## src/rtl/uart_pkg.sv

```systemverilog
// -----------------------------------------------------------------------------
// Package: uart_pkg
// Shared constants for fifo_uart_tx and its baud_tick_gen sub-module:
//   - frame FSM state encoding (3-bit) and the typed state enum built on it
//   - TX_IDLE_LEVEL, the level the serial line rests at
//   - frame_cycles(), the POP-to-end-of-STOP frame length
// Optional build macro: FIFO_UART_TX_PARITY_EN (adds one even-parity bit per frame).
// -----------------------------------------------------------------------------
package uart_pkg;

    localparam logic [2:0] ST_IDLE   = 3'd0;
    localparam logic [2:0] ST_POP    = 3'd1;
    localparam logic [2:0] ST_LOAD   = 3'd2;
    localparam logic [2:0] ST_START  = 3'd3;
    localparam logic [2:0] ST_DATA   = 3'd4;
    localparam logic [2:0] ST_PARITY = 3'd5;
    localparam logic [2:0] ST_STOP   = 3'd6;

    typedef enum logic [2:0] {
        StIdle   = ST_IDLE,
        StPop    = ST_POP,
        StLoad   = ST_LOAD,
        StStart  = ST_START,
        StData   = ST_DATA,
        StParity = ST_PARITY,
        StStop   = ST_STOP
    } tx_state_e;

    localparam logic TX_IDLE_LEVEL = 1'b1;

    // POP and LOAD each take one cycle before the start bit.
    localparam int unsigned FRAME_OVERHEAD_CYCLES = 2;

`ifdef FIFO_UART_TX_PARITY_EN
    localparam int unsigned PARITY_BITS = 1;
`else
    localparam int unsigned PARITY_BITS = 0;
`endif

    function automatic int unsigned frame_cycles(input int unsigned data_w,
                                                 input int unsigned clks_per_bit,
                                                 input int unsigned stop_bits);
        return FRAME_OVERHEAD_CYCLES + (1 + data_w + PARITY_BITS + stop_bits) * clks_per_bit;
    endfunction

endpackage

```

## src/rtl/baud_tick_gen.sv

```systemverilog
// -----------------------------------------------------------------------------
// Module: baud_tick_gen
// Bit-period timer for fifo_uart_tx. Counts 0..CLKS_PER_BIT-1 and wraps.
// Ports:
//   rclk       in  read-domain clock
//   rrst       in  asynchronous active-high reset
//   clr        in  forces the counter to 0 on the next edge (bit period restarts)
//   tick       out high in the last cycle of each bit period
//   tick_next  out high one cycle before tick; lets the parent register outputs
//                  that must be high during the last cycle of a bit
// -----------------------------------------------------------------------------
module baud_tick_gen #(
    parameter int unsigned CLKS_PER_BIT = 16
) (
    input  logic rclk,
    input  logic rrst,
    input  logic clr,
    output logic tick,
    output logic tick_next
);

    localparam int unsigned CNT_W = (CLKS_PER_BIT > 1) ? $clog2(CLKS_PER_BIT) : 1;
    localparam logic [CNT_W-1:0] CNT_LAST = CNT_W'(CLKS_PER_BIT - 1);
    localparam logic [CNT_W-1:0] CNT_PRE  = CNT_W'(CLKS_PER_BIT - 2);

    logic [CNT_W-1:0] cnt_q, cnt_d;

    always_comb begin
        cnt_d = cnt_q + CNT_W'(1);
        if (clr || (cnt_q == CNT_LAST)) begin
            cnt_d = '0;
        end
    end

    always_ff @(posedge rclk or posedge rrst) begin
        if (rrst) begin
            cnt_q <= '0;
        end else begin
            cnt_q <= cnt_d;
        end
    end

    assign tick      = (cnt_q == CNT_LAST);
    // CLKS_PER_BIT >= 2, so after a clear the next cycle is never the last one.
    assign tick_next = !clr && (cnt_q == CNT_PRE);

endmodule

```

## src/rtl/fifo_uart_tx.sv

```systemverilog
// -----------------------------------------------------------------------------
// Module: fifo_uart_tx
// Read-side consumer of an asynchronous FIFO, in the FIFO read-clock domain.
// Pops one byte whenever the FIFO is non-empty and sends it as a UART frame:
// start bit, DATA_W data bits LSB first, [even parity], STOP_BITS stop bits.
// Optional build macro: FIFO_UART_TX_PARITY_EN inserts the parity bit.
// Ports:
//   rclk        in  read-domain clock
//   rrst        in  asynchronous active-high reset (drops any frame in flight)
//   fifo_empty  in  FIFO empty flag, only looked at while idle
//   fifo_dout   in  FIFO read data, valid the cycle after fifo_ren
//   fifo_ren    out one-cycle FIFO read pulse per frame
//   tx          out serial line, idles high
//   busy        out high whenever a frame is in progress
//   frame_done  out one-cycle pulse in the last cycle of the final stop bit
// All outputs are registered.
// -----------------------------------------------------------------------------
module fifo_uart_tx
    import uart_pkg::*;
#(
    parameter int unsigned DATA_W       = 8,
    parameter int unsigned CLKS_PER_BIT = 16,
    parameter int unsigned STOP_BITS    = 1
) (
    input  logic              rclk,
    input  logic              rrst,
    input  logic              fifo_empty,
    input  logic [DATA_W-1:0] fifo_dout,
    output logic              fifo_ren,
    output logic              tx,
    output logic              busy,
    output logic              frame_done
);

    // One index counter serves both data bits and stop bits.
    localparam int unsigned IDX_N = (DATA_W > STOP_BITS) ? DATA_W : STOP_BITS;
    localparam int unsigned IDX_W = (IDX_N > 1) ? $clog2(IDX_N) : 1;
    localparam logic [IDX_W-1:0] LAST_DATA = IDX_W'(DATA_W - 1);
    localparam logic [IDX_W-1:0] LAST_STOP = IDX_W'(STOP_BITS - 1);

    tx_state_e         state_q, state_d;
    logic [IDX_W-1:0]  bit_idx_q, bit_idx_d;
    logic [DATA_W-1:0] shift_q, shift_d;
    logic              tx_q, tx_d;
    logic              fifo_ren_q;
    logic              busy_q;
    logic              frame_done_q, frame_done_d;
    logic              tick, tick_next, clr;

`ifdef FIFO_UART_TX_PARITY_EN
    logic parity_q, parity_d;
`endif

    baud_tick_gen #(
        .CLKS_PER_BIT(CLKS_PER_BIT)
    ) u_baud_tick_gen (
        .rclk     (rclk),
        .rrst     (rrst),
        .clr      (clr),
        .tick     (tick),
        .tick_next(tick_next)
    );

    // tx_d is the line level for the cycle after this one, so every bit change
    // is decided in the last cycle of the previous bit.
    always_comb begin
        state_d      = state_q;
        bit_idx_d    = bit_idx_q;
        shift_d      = shift_q;
        tx_d         = tx_q;
        frame_done_d = 1'b0;
        clr          = 1'b0;
`ifdef FIFO_UART_TX_PARITY_EN
        parity_d     = parity_q;
`endif
        unique case (state_q)
            StIdle: begin
                if (!fifo_empty) begin
                    state_d = StPop;
                end
            end
            StPop: begin
                state_d = StLoad;
            end
            StLoad: begin
                clr       = 1'b1;
                shift_d   = fifo_dout;
                bit_idx_d = '0;
                tx_d      = 1'b0;
                state_d   = StStart;
`ifdef FIFO_UART_TX_PARITY_EN
                parity_d  = ^fifo_dout;
`endif
            end
            StStart: begin
                if (tick) begin
                    tx_d    = shift_q[0];
                    state_d = StData;
                end
            end
            StData: begin
                if (tick) begin
                    if (bit_idx_q == LAST_DATA) begin
                        bit_idx_d = '0;
`ifdef FIFO_UART_TX_PARITY_EN
                        tx_d    = parity_q;
                        state_d = StParity;
`else
                        tx_d    = TX_IDLE_LEVEL;
                        state_d = StStop;
`endif
                    end else begin
                        bit_idx_d = bit_idx_q + IDX_W'(1);
                        shift_d   = shift_q >> 1;
                        tx_d      = shift_d[0];
                    end
                end
            end
`ifdef FIFO_UART_TX_PARITY_EN
            StParity: begin
                if (tick) begin
                    tx_d    = TX_IDLE_LEVEL;
                    state_d = StStop;
                end
            end
`endif
            StStop: begin
                // Registered pulse must land on the final cycle, so look one ahead.
                frame_done_d = tick_next && (bit_idx_q == LAST_STOP);
                if (tick) begin
                    if (bit_idx_q == LAST_STOP) begin
                        bit_idx_d = '0;
                        state_d   = StIdle;
                    end else begin
                        bit_idx_d = bit_idx_q + IDX_W'(1);
                    end
                end
            end
            default: begin
                tx_d    = TX_IDLE_LEVEL;
                state_d = StIdle;
            end
        endcase
    end

    always_ff @(posedge rclk or posedge rrst) begin
        if (rrst) begin
            state_q      <= StIdle;
            bit_idx_q    <= '0;
            shift_q      <= '0;
            tx_q         <= TX_IDLE_LEVEL;
            fifo_ren_q   <= 1'b0;
            busy_q       <= 1'b0;
            frame_done_q <= 1'b0;
        end else begin
            state_q      <= state_d;
            bit_idx_q    <= bit_idx_d;
            shift_q      <= shift_d;
            tx_q         <= tx_d;
            // POP is only entered from IDLE with the FIFO non-empty.
            fifo_ren_q   <= (state_d == StPop);
            busy_q       <= (state_d != StIdle);
            frame_done_q <= frame_done_d;
        end
    end

`ifdef FIFO_UART_TX_PARITY_EN
    always_ff @(posedge rclk or posedge rrst) begin
        if (rrst) begin
            parity_q <= 1'b0;
        end else begin
            parity_q <= parity_d;
        end
    end
`endif

    assign fifo_ren   = fifo_ren_q;
    assign tx         = tx_q;
    assign busy       = busy_q;
    assign frame_done = frame_done_q;

endmodule

```

## config.mk

```make
export PLATFORM = sky130hd
export DESIGN_NAME = fifo_uart_tx
export DESIGN_NICKNAME = d
export VERILOG_FILES = /design/src/rtl/uart_pkg.sv /design/src/rtl/baud_tick_gen.sv /design/src/rtl/fifo_uart_tx.sv
export SDC_FILE = /design/constraint.sdc
export NUM_CORES = 1
export LEC_CHECK = 0
export CELL_PAD_IN_SITES_DETAIL_PLACEMENT = 0
export CELL_PAD_IN_SITES_GLOBAL_PLACEMENT = 1
export CORE_UTILIZATION = 40
export CTS_CLUSTER_DIAMETER = 150
export CTS_CLUSTER_SIZE = 10
export DETAILED_ROUTE_END_ITERATION = 8
export PLACE_DENSITY = 0.81
export SYNTH_ARGS = -nofsm -noshare
export SYNTH_HDL_FRONTEND = slang
export SYNTH_SLANG_ARGS = --single-unit
```

## constraint.sdc

```tcl
create_clock -name rclk -period 2.2 [get_ports rclk]
set_input_delay 0.22 -clock rclk [delete_from_list [all_inputs] [get_ports rclk]]
set_output_delay 0.22 -clock rclk [all_outputs]
set_load 0.02 [all_outputs]
```

==> impl_results.md, run 1 <==
- Tot Pwr: 0.000683 W
- Total gr overflow: 0
- Worst setup path endpoint: shift_q[2]$_DFFE_PP0P_
- Clock latency on the worst-skew pair: 0.30 ns
- Vias in the first global route: between 900 and 1,000
- Final WS setup: 0.223 ns
- Syn avg cell area: 11.1 sq um
- Syn_nets: 125
- IO Port Bufs: 14
- Clock sink count: 22
- Syn-to-layout area delta: 17.9%
- Share of layout cells above drive strength 1: a little over a fifth
- Antenna Cells: 0
- Area of the core: 2810 sq um
- Crit Reg-Reg Startpoint: bit_idx_q[0]$_DFFE_PP0P_
- Yosys warns: 0
- Htree depth: 1
- Rows: 19
- CTS tree: done
- Unrepaired setup endpoints after global routing: false
- Final GP Congestion: between 0.7 and 0.8
- DRT antenna net count: 0
- Worst min path class: primary input to asynchronous set/reset pin
- Post-cts sizing count: 0
- Min cycle time layout: 1.98 ns
- P_leak: about 0.61 nW
- EDFF count, synth: 0
- Initial antenna violation count: 0
- Nets@finish: 142
- Setup Viol. Count Final: 0
- Worst reg-to-reg setup slack: 0.22 ns
- Reg2reg end: shift_q[2]$_DFFE_PP0P_
- First-pass GRT wire length: 3970 um
- CP Data Arrival Time: 2.18 ns
- Top sig layer: met4
- Met3 wire len: 70 um
- Final Instance Area: around 1400 sq um
- Fmax: 506 MHz
- Placement Cell Area: 1400 sq um
- I/O pin total: 15
- Worst Setup SP: bit_idx_q[0]$_DFFE_PP0P_
- Wirelength, routed: roughly 2200 um
- Crit Path Class: register to register
- Flops & latches, synth: 22
- Setup Skew: between 0.001 and 0.0015 ns
- Residual DRC: 0
- Status: finished clean
- Routed wl met2: 1140 um
- Vias: a little under 900
- Drt pass-1 iters: 4
- Slew headroom: between 60% and 70%
- Worst slew pin tran: 0.566 ns
- Hold Fails Final Rpt: 0
- Mapped cell area: 1210 sq um
- Die Ht: 57.1 um
- Vias per std cell: 5.62
- Post-synthesis sequential area ratio: 45.4%
- Horiz. Die Dim: 57.1 um
- Crit end category: register
- M1 wire length: about 1000 um
- Initial core utilization: 43.3%
- GRT Util Overall: 16.0%
- Number of DRC markers in iteration 0: 16
- Root buffer cell: clkbuf_4
- MaxCap Viol Count: 0
- R2R cell count: 4
- Largest net degree at the start of global routing: 23
- Final Max Tran Viols: 0
- Clock buffer depth: 2
- VDD IR-drop max: 0.293 mV
- Hpwl dp: 1730 um
- CP required: 2.40 ns
- Primary FF master, synth: dfrtp_1
- Cts hold-fix bufs: 0
- Num CTS Buffers: 3
- DIE AREA: about 3300 sq um
- Netlist cell types: 39
- DR WL/cell: approximately 14 um
- Final Cycle Share: 89.8%
- Post-Route Setup TNS: 0 ns
- Mapped Cells: 109
- Crit-path max FO: 7
- Pwr dens: 477 nW/um^2
- Async SR Flop Fraction: 100%
- Fillers: 282
- Dpl ws: 0.215 ns
- Post-CTS Setup Bufs: 0
- Clk slew on worst S/H paths: 0.12 ns
- Crit start category: register
where the power goes:
| part | internal (W) | switching (W) | total [W] |
|---|---|---|---|
| clock network | 0.000101 | 0.000121 | 0.000222 |
| registers | 0.000412 | 0.00000472 | 0.000417 |
| logic | 0.0000282 | 0.0000153 | 0.0000435 |
worst min path at each step:
| stage | start | end | slack (ns) |
|---|---|---|---|
| after floorplan | rrst | bit_idx_q[0]$_DFFE_PP0P_ | 0.21 |
| after global placement | shift_q[6]$_DFFE_PP0P_ | shift_q[6]$_DFFE_PP0P_ | 0.49 |
| after detailed placement | shift_q[5]$_DFFE_PP0P_ | shift_q[5]$_DFFE_PP0P_ | 0.50 |
| after CTS | rrst | bit_idx_q[2]$_DFFE_PP0P_ | 0.23 |
| after global routing | rrst | shift_q[3]$_DFFE_PP0P_ | 0.24 |
| final | rrst | u_baud_tick_gen.cnt_q[2]$_DFF_PP0_ | 0.23 |
Yosys cell counts, types with 2 or more instances:
cell	n	area share, %
ha_1	5	5.1
mux2_2	14	13
clkbuf_1	2	0.62
o21ai_0	4	1.6
nor2b_1	2	1.0
o211ai_1	2	1.2
nor4_1	2	1.0
a21oi_1	7	2.9
buf_2	3	1.2
a21o_1	3	1.9
dfrtp_1	21	43
inv_1	7	2.2
nand3_1	2	0.82
nor2_1	2	0.62
nand2b_1	2	1.0
nand2_1	5	1.5
nor3_1	4	1.6
sequential cells by signal (all words and copies together), names as in the netlist:
register,count
bit_idx_q,3
tx,1
u_baud_tick_gen.cnt_q,4
fifo_ren,1
frame_done,1
state_q,3
busy,1
shift_q,8
stage by stage:
step | std cells | utilization, % | hold slack [ns]
floorplan | 109 | - | 0.208
global placement | 152 | 49.8 | 0.486
detailed placement | 152 | 49.8 | 0.504
CTS | 156 | 51.1 | 0.233
global route | 156 | 51.1 | 0.242
finish | 156 | 51.1 | 0.230
worst max-delay path, cell delays in order (launching register included):
cell and delay, ns:
dfrtp_1 0.43, ha_1 0.21, ha_1 0.26, o41ai_4 0.58
mux2_2 0.40
metal layers:
metal  vias up  track usage (%)
met3         2             2.72
met5         -                0
li1        432                -
met4         0             7.32
met2        17             28.4
met1       425             19.0
cell type report:
class	count	area [sq um]	share of cell area, %
Clock buffer	4	36.3	2.53
Sequential cell	22	552	38.5
Tap cell	31	38.8	2.71
Inverter	7	26.3	1.83
Timing Repair Buffer	18	170	11.9
Multi-Input combinational cell	74	609	42.5
cells by family (layout without fill, tap and decap cells):
kind of cell | after synthesis | in the layout | share of synthesized area, %
multiplexers | 15 | 15 | 13.8
adder cells (fa/ha/maj) | 5 | 5 | 5.15
buffers and inverters | 13 | 29 | 4.43
AND/OR/NAND/NOR | 25 | 25 | 12.8
AO/OA/AOI/OAI | 28 | 28 | 17.7
XOR/XNOR | 1 | 1 | 0.721
flip-flops | 22 | 22 | 45.4
placed cells by master (no fill, tap or decap), drive strengths merged, types with 2 or more instances in the layout:
| master | n |
|---|---|
| o21ai | 4 |
| nor2b | 2 |
| nand3 | 3 |
| ha | 5 |
| mux2 | 14 |
| o41ai | 2 |
| o211ai | 2 |
| a21oi | 7 |
| nor2 | 2 |
| nand2b | 2 |
| nor4 | 2 |
| a21o | 3 |
| nand2 | 5 |
| clkbuf | 4 |
| inv | 7 |
| buf | 4 |
| nor3 | 4 |
| dfrtp | 21 |
| clkdlybuf4s50 | 14 |
No activity file was read; power rests on OpenSTA's default activity.
==> run 2: changes to the inputs <==
==> constraint.sdc (replaced) <==
create_clock -name rclk -period 2.2 [get_ports rclk]
set_input_delay 0.22 -clock rclk [delete_from_list [all_inputs] [get_ports rclk]]
set_output_delay 0.22 -clock rclk [all_outputs]
set_load 0.05 [all_outputs]
==> results of run 2 <==
Same layout as run 1 (identical final DEF). Status: finished clean.
Main changes from that run: total power 0.000683 W -> 0.000685 W
